--- config.mk ---
export PLATFORM = sky130hd
export DESIGN_NAME = rgb888_ycbcr444
export DESIGN_NICKNAME = d
export VERILOG_FILES = /design/src/rtl/rgb888_ycbcr444_pkg.sv /design/src/rtl/rgb888_ycbcr444_sync_delay_line.sv /design/src/rtl/rgb888_ycbcr444.sv
export SDC_FILE = /design/constraint.sdc
export NUM_CORES = 1
export LEC_CHECK = 0
export BUFFER_PORTS_ARGS = -buffer_cell sky130_fd_sc_hd__buf_2
export CAP_MARGIN = 20
export CORE_MARGIN = 5
export CORE_UTILIZATION = 45
export DETAILED_ROUTE_END_ITERATION = 6
export GPL_TIMING_DRIVEN = 0
export SLEW_MARGIN = 10
export SYNTH_ARGS = -nofsm -noshare
export SYNTH_HDL_FRONTEND = slang
export SYNTH_SLANG_ARGS = --single-unit
--- constraint.sdc ---
create_clock -name clk -period 5.81 [get_ports clk]
set_clock_uncertainty 0.15 [all_clocks]
set_input_delay 0.581 -clock clk [delete_from_list [all_inputs] [get_ports clk]]
set_output_delay 0.581 -clock clk [all_outputs]
set_load 0.03 [all_outputs]
--- src/rtl/rgb888_ycbcr444_pkg.sv ---
// Shared constants, pipeline stage types and arithmetic helpers for the RGB888 -> YCbCr444 converter.
// PIPE_LAT is also the sync alignment depth used by the LUT stages further downstream.
package rgb888_ycbcr444_pkg;

   localparam logic [7:0] Y_R  = 8'd77;
   localparam logic [7:0] Y_G  = 8'd150;
   localparam logic [7:0] Y_B  = 8'd29;
   localparam logic [7:0] CB_R = 8'd43;
   localparam logic [7:0] CB_G = 8'd85;
   localparam logic [7:0] CB_B = 8'd128;
   localparam logic [7:0] CR_R = 8'd128;
   localparam logic [7:0] CR_G = 8'd107;
   localparam logic [7:0] CR_B = 8'd21;

   localparam logic signed [17:0] CHROMA_OFFSET = 18'sd32768;
   localparam int unsigned        PIPE_LAT      = 32'd3;

   typedef struct packed {
      logic [15:0] y_r;
      logic [15:0] y_g;
      logic [15:0] y_b;
      logic [15:0] cb_r;
      logic [15:0] cb_g;
      logic [15:0] cb_b;
      logic [15:0] cr_r;
      logic [15:0] cr_g;
      logic [15:0] cr_b;
      logic        de;
   } prod_t;

   typedef struct packed {
      logic [16:0] y;
      logic [16:0] cb;
      logic [16:0] cr;
      logic        de;
   } sum_t;

   function automatic logic [15:0] mul8(input logic [7:0] a, input logic [7:0] k);
      return {8'h00, a} * {8'h00, k};
   endfunction

   function automatic logic [7:0] sat8(input logic [16:0] s);
      return s[16] ? 8'hFF : s[15:8];
   endfunction

endpackage

--- src/rtl/rgb888_ycbcr444_sync_delay_line.sv ---
// Fixed-depth 1-bit shift register used to align frame/line/enable syncs with the data pipeline.
module sync_delay_line #(
   parameter int unsigned DEPTH = 32'd3
) (
   input  logic clk,
   input  logic rst,
   input  logic d_i,
   output logic q_o
);

   logic [DEPTH-1:0] dly_q;
   logic [DEPTH-1:0] dly_d;

   always_comb begin
      dly_d = {dly_q[DEPTH-2:0], d_i};
   end

   always_ff @(posedge clk) begin
      if (rst) begin
         dly_q <= '0;
      end else begin
         dly_q <= dly_d;
      end
   end

   assign q_o = dly_q[DEPTH-1];

endmodule

--- src/rtl/rgb888_ycbcr444.sv ---
// Three-stage BT.601 full-range RGB888 -> YCbCr444 converter with sync signals delayed to match.
// The data pipeline carries its own copy of clken so the blanking gate lands on the stage-3 register.
module rgb888_ycbcr444 #(
   parameter bit BLANK_ZERO = 1'b1
) (
   input  logic       clk,
   input  logic       rst,
   input  logic       per_frame_vsync,
   input  logic       per_frame_href,
   input  logic       per_frame_clken,
   input  logic [7:0] per_img_red,
   input  logic [7:0] per_img_green,
   input  logic [7:0] per_img_blue,
   output logic       post_frame_vsync,
   output logic       post_frame_href,
   output logic       post_frame_clken,
   output logic [7:0] post_img_Y,
   output logic [7:0] post_img_Cb,
   output logic [7:0] post_img_Cr
);
   import rgb888_ycbcr444_pkg::*;

   prod_t             s1_d, s1_q;
   sum_t              s2_d, s2_q;
   logic [7:0]        y_d, cb_d, cr_d;
   logic [7:0]        y_q, cb_q, cr_q;
   logic signed [17:0] cb_full_s, cr_full_s;

   always_comb begin
      s1_d.y_r  = mul8(per_img_red,   Y_R);
      s1_d.y_g  = mul8(per_img_green, Y_G);
      s1_d.y_b  = mul8(per_img_blue,  Y_B);
      s1_d.cb_r = mul8(per_img_red,   CB_R);
      s1_d.cb_g = mul8(per_img_green, CB_G);
      s1_d.cb_b = mul8(per_img_blue,  CB_B);
      s1_d.cr_r = mul8(per_img_red,   CR_R);
      s1_d.cr_g = mul8(per_img_green, CR_G);
      s1_d.cr_b = mul8(per_img_blue,  CR_B);
      s1_d.de   = per_frame_clken;
   end

   // Chroma cannot go negative with these coefficients; the floor at 0 only guards the bit-17 sign.
   always_comb begin
      cb_full_s = $signed({2'b00, s1_q.cb_b}) + CHROMA_OFFSET
                - $signed({2'b00, s1_q.cb_r}) - $signed({2'b00, s1_q.cb_g});
      cr_full_s = $signed({2'b00, s1_q.cr_r}) + CHROMA_OFFSET
                - $signed({2'b00, s1_q.cr_g}) - $signed({2'b00, s1_q.cr_b});
      s2_d.y  = {1'b0, s1_q.y_r} + {1'b0, s1_q.y_g} + {1'b0, s1_q.y_b};
      s2_d.cb = cb_full_s[17] ? 17'd0 : cb_full_s[16:0];
      s2_d.cr = cr_full_s[17] ? 17'd0 : cr_full_s[16:0];
      s2_d.de = s1_q.de;
   end

   always_comb begin
      if (BLANK_ZERO && !s2_q.de) begin
         y_d  = 8'd0;
         cb_d = 8'd0;
         cr_d = 8'd0;
      end else begin
         y_d  = sat8(s2_q.y);
         cb_d = sat8(s2_q.cb);
         cr_d = sat8(s2_q.cr);
      end
   end

   always_ff @(posedge clk) begin
      if (rst) begin
         s1_q <= '0;
         s2_q <= '0;
         y_q  <= 8'd0;
         cb_q <= 8'd0;
         cr_q <= 8'd0;
      end else begin
         s1_q <= s1_d;
         s2_q <= s2_d;
         y_q  <= y_d;
         cb_q <= cb_d;
         cr_q <= cr_d;
      end
   end

   assign post_img_Y  = y_q;
   assign post_img_Cb = cb_q;
   assign post_img_Cr = cr_q;

   sync_delay_line #(.DEPTH(PIPE_LAT)) u_vsync_dly (
      .clk (clk),
      .rst (rst),
      .d_i (per_frame_vsync),
      .q_o (post_frame_vsync)
   );

   sync_delay_line #(.DEPTH(PIPE_LAT)) u_href_dly (
      .clk (clk),
      .rst (rst),
      .d_i (per_frame_href),
      .q_o (post_frame_href)
   );

   sync_delay_line #(.DEPTH(PIPE_LAT)) u_clken_dly (
      .clk (clk),
      .rst (rst),
      .d_i (per_frame_clken),
      .q_o (post_frame_clken)
   );

endmodule

==> impl_metrics.sql <==
INSERT INTO impl_metrics (metric_group, metric, value, unit) VALUES
('status', 'outcome', 'finished, final reports clean', ''),
('timing', 'rsz0062_at_grt', 'false', ''),
('setup_path', 'critical_path_required', '5.91', 'ns'),
('timing', 'achievable-frequency', '233.2', 'MHz'),
('placed_design', 'gpl.final_weighted_congestion', '0.8820', ''),
('synthesis', 'yosys_most_used_dff', 'sky130_fd_sc_hd__dfxtp_1', ''),
('timing', 'slew-limit-headroom', '0.3088', ''),
('finish', 'layout_cell_share_with_drive_strength_beyond_1', '0.07055', ''),
('clock_tree', 'clk_transition_reported_paths', '0.07', 'ns'),
('min_path', 'hold_path_cells', '2', ''),
('synthesis', 'async_flop_share', '0', ''),
('drt', 'wirelength', '25.54', 'mm'),
('floorplanning', 'floorplan.die.height', '174.9', 'um'),
('clock_tree', 'cts_root_buffer', 'sky130_fd_sc_hd__clkbuf_16', ''),
('floorplanning', 'floorplan.die.width', '174.9', 'um'),
('synthesis', 'synth_top_family_by_area', 'adder cells', ''),
('floorplanning', 'row_count', '60', ''),
('pwr', 'power_per_standard_cell_area', '416.9', 'mW/mm^2'),
('synthesis', 'synthXorXnorAreaFrac', '0.05366', ''),
('setup_path', 'timing.reg2reg.worst_path_depth', '9', ''),
('setup_path', 'critPathLaunchType', 'input port', ''),
('synthesis', 'post_synthesis_cell_type_count', '60', ''),
('clock_tree', 'cts_buffers', '17', ''),
('floorplanning', 'design.die.area', '0.03060', 'mm^2'),
('finish', 'antenna_cells_inserted', '0', ''),
('floorplanning', 'design.portCount', '56', ''),
('synthesis', 'post_synth_edffs', '0', ''),
('clock_tree', 'cts_resized', '0', ''),
('drt', 'drt_iter0_markers', '316', ''),
('clock_tree', 'cts-hold-fix-buffers', '0', ''),
('synthesis', 'post_synth.cell_area_avg', '9.511', 'um^2'),
('timing', 'setup_viol_count_final', '0', ''),
('grt', 'global_route_wire_length_before_repair', '42.73', 'mm'),
('grt', 'grt_use_total', '0.1750', ''),
('finish', 'syn2layout_area_growth', '10.57', '%'),
('clock_tree', 'clock_tree_from_tritoncts', 'done', ''),
('synthesis', 'synth.yosys.warnings', '0', ''),
('timing', 'timing.setup.tns', '0', 'ns'),
('synthesis', 'synth_cells', '1287', ''),
('clock_tree', 'cts_max_path_buffers', '2', ''),
('placed_design', 'port_buffers', '55', ''),
('timing', 'timing.final.max_slew_violations', '0', ''),
('timing', 'post-route-min-period', '4.289', 'ns'),
('floorplanning', 'core-area', '0.02688', 'mm^2'),
('setup_path', 'timing.critical_path.fanout_max', '9', ''),
('pwr', 'report.power.total', '5.642', 'mW'),
('grt', 'grt_pass1_vias', '8513', ''),
('setup_path', 'critical-path-max-stage-delay', '0.52', 'ns'),
('drt', 'post_drt_via_cell_ratio', '4.913', ''),
('synthesis', 'mappedNetlistArea', '0.01224', 'mm^2'),
('min_path', 'min_path_type', 'in2reg', ''),
('timing', 'min_period_over_period', '0.7382', ''),
('drt', 'drc', '0', ''),
('placed_design', 'dp.cells', '1684', ''),
('pwr', 'irDropWorstVdd', '221.2', 'uV'),
('setup_path', 'path_cells', 'buf_2 -> ha_1 -> fa_1 -> fa_1 -> inv_1 -> fa_1 -> inv_1 -> ha_1 -> or2_2 -> o31ai_1 -> nor3_1 -> o31ai_1 -> a31oi_1 -> xnor2_1 -> nor2_1', ''),
('synthesis', 'seq_area_frac_synth', '0.2649', ''),
('timing', 'final_hold_viol_count', '0', ''),
('setup_path', 'kind_of_capture_point_of_the_worst_setup_path', 'flip-flop', ''),
('clock_tree', 'worstSkewPairLatency', '0.42', 'ns'),
('setup_path', 'cpMaxStageDelayCell', 'sky130_fd_sc_hd__fa_1', ''),
('clock_tree', 'clock_sinks', '162', ''),
('placed_design', 'hpwl_dp', '21.37', 'mm'),
('drt', 'firstDrtPassIters', '5', ''),
('synthesis', 'post_synth_and_or_nand_nor_area_fraction', '0.1252', ''),
('finish', 'fillCellCount', '2559', ''),
('floorplanning', 'start_util', '0.4554', ''),
('finish', 'final_core_util', '0.5036', ''),
('setup_path', 'cp_common_cell', 'sky130_fd_sc_hd__fa_1', ''),
('grt', 'globalRoute.totalOverflow', '0', ''),
('drt', 'post_drt_wl_per_cell', '14.88', 'um');
-- power breakdown --
group / switching, mW / internal (mW) / total (mW)
Combinational: 1.67 / 1.36 / 3.04
Clock: 0.489 / 0.619 / 1.11
Sequential: 0.119 / 1.38 / 1.50
-- cell type report --
cell class | count | area share
Timing Repair Buffer | 55 | 0.02034
Tap cell | 341 | 0.03152
Inverter | 190 | 0.05269
Clock inverter | 13 | 0.01072
Buffer | 20 | 0.005547
Sequential cell | 162 | 0.2396
Clock buffer | 19 | 0.03273
Multi-Input combinational cell | 916 | 0.6068
-- critical path: cells and delay by family --
kind,cells,cell delay [ns]
AO/OA/AOI/OAI,3,0.58
XOR/XNOR,1,0.18
AND/OR/NAND/NOR,3,0.51
adder cells (fa/ha/maj),5,2.24
buffers and inverters,3,0.28
-- logic make-up after synthesis --
family | count (synthesis)
other | 1
adder cells (fa/ha/maj) | 342
buffers and inverters | 210
multiplexers | 1
AND/OR/NAND/NOR | 328
flip-flops | 162
AO/OA/AOI/OAI | 168
XOR/XNOR | 75
-- Yosys cell counts (6+ instances only) --
library cell               instances  area (um^2)
sky130_fd_sc_hd__a211oi_1         13        97.59
sky130_fd_sc_hd__a21o_1           22        165.2
sky130_fd_sc_hd__a21oi_1          46        230.2
sky130_fd_sc_hd__clkbuf_1         16        60.06
sky130_fd_sc_hd__dfxtp_1         162         3243
sky130_fd_sc_hd__fa_1             79         1582
sky130_fd_sc_hd__ha_1            263         3291
sky130_fd_sc_hd__inv_1           190        713.2
sky130_fd_sc_hd__nand2_1          37        138.9
sky130_fd_sc_hd__nand2b_1          8        50.05
sky130_fd_sc_hd__nand3_1          15        75.07
sky130_fd_sc_hd__nor2_1          167        626.9
sky130_fd_sc_hd__nor2b_1          43        269.0
sky130_fd_sc_hd__nor3_1           21        105.1
sky130_fd_sc_hd__o21a_1           10        75.07
sky130_fd_sc_hd__o21ai_0          18        90.09
sky130_fd_sc_hd__o21ai_1          13        65.06
sky130_fd_sc_hd__o21bai_1          9        67.56
sky130_fd_sc_hd__o31ai_1           6        45.04
sky130_fd_sc_hd__xnor2_1          42        367.9
sky130_fd_sc_hd__xor2_1           33        289.0
-- flip-flops by register name (all words and copies together), names as in the netlist --
register,cells
s2_q,27
u_clken_dly.dly_q,3
s1_q,102
u_vsync_dly.dly_q,3
post_img_Y,8
post_img_Cr,8
u_href_dly.dly_q,3
post_img_Cb,8
-- metrics by stage --
stage | setup slack (ns) | area (um^2)
6_report | 1.521 | 13530
5_1_grt | 1.302 | 13530
4_1_cts | 1.553 | 13530
3_5_place_dp | 1.114 | 12950
3_3_place_gp | 1.132 | 12950
2_1_floorplan | 1.703 | 12240
-- path summary, 6_finish.rpt --
path                                       start              endpoint  slack, ns
worst max-delay path            per_img_green[6]              s1_q[31]       1.52
worst min-delay path             per_frame_clken  u_clken_dly.dly_q[0]       0.24
worst max register to register          s1_q[98]              s2_q[48]       2.65
worst min register to register          s2_q[10]        post_img_Cr[1]       0.28
-- layer usage --
layer  wire length [um]  vias up  share of wire  GRT usage
met3                552       22          0.022    0.02315
li1                   -     4419              -          -
met5                  0        -              0          0
met4                485        0          0.019    0.04714
met2              11780      107           0.46     0.2896
met1              12720     3882           0.50     0.2422
-- cell usage in the layout (no fill, tap or decap), drive strengths merged, types with 15 or more instances in the layout --
master,instances
ha,263
nand3,15
nor3,22
clkbuf,35
inv,196
fa,79
o21ai,32
dfxtp,162
buf,59
a21oi,46
a21o,22
xnor2,42
xor2,33
nand2,37
nor2,167
nor2b,43
Power figures use the tool's default switching activity.
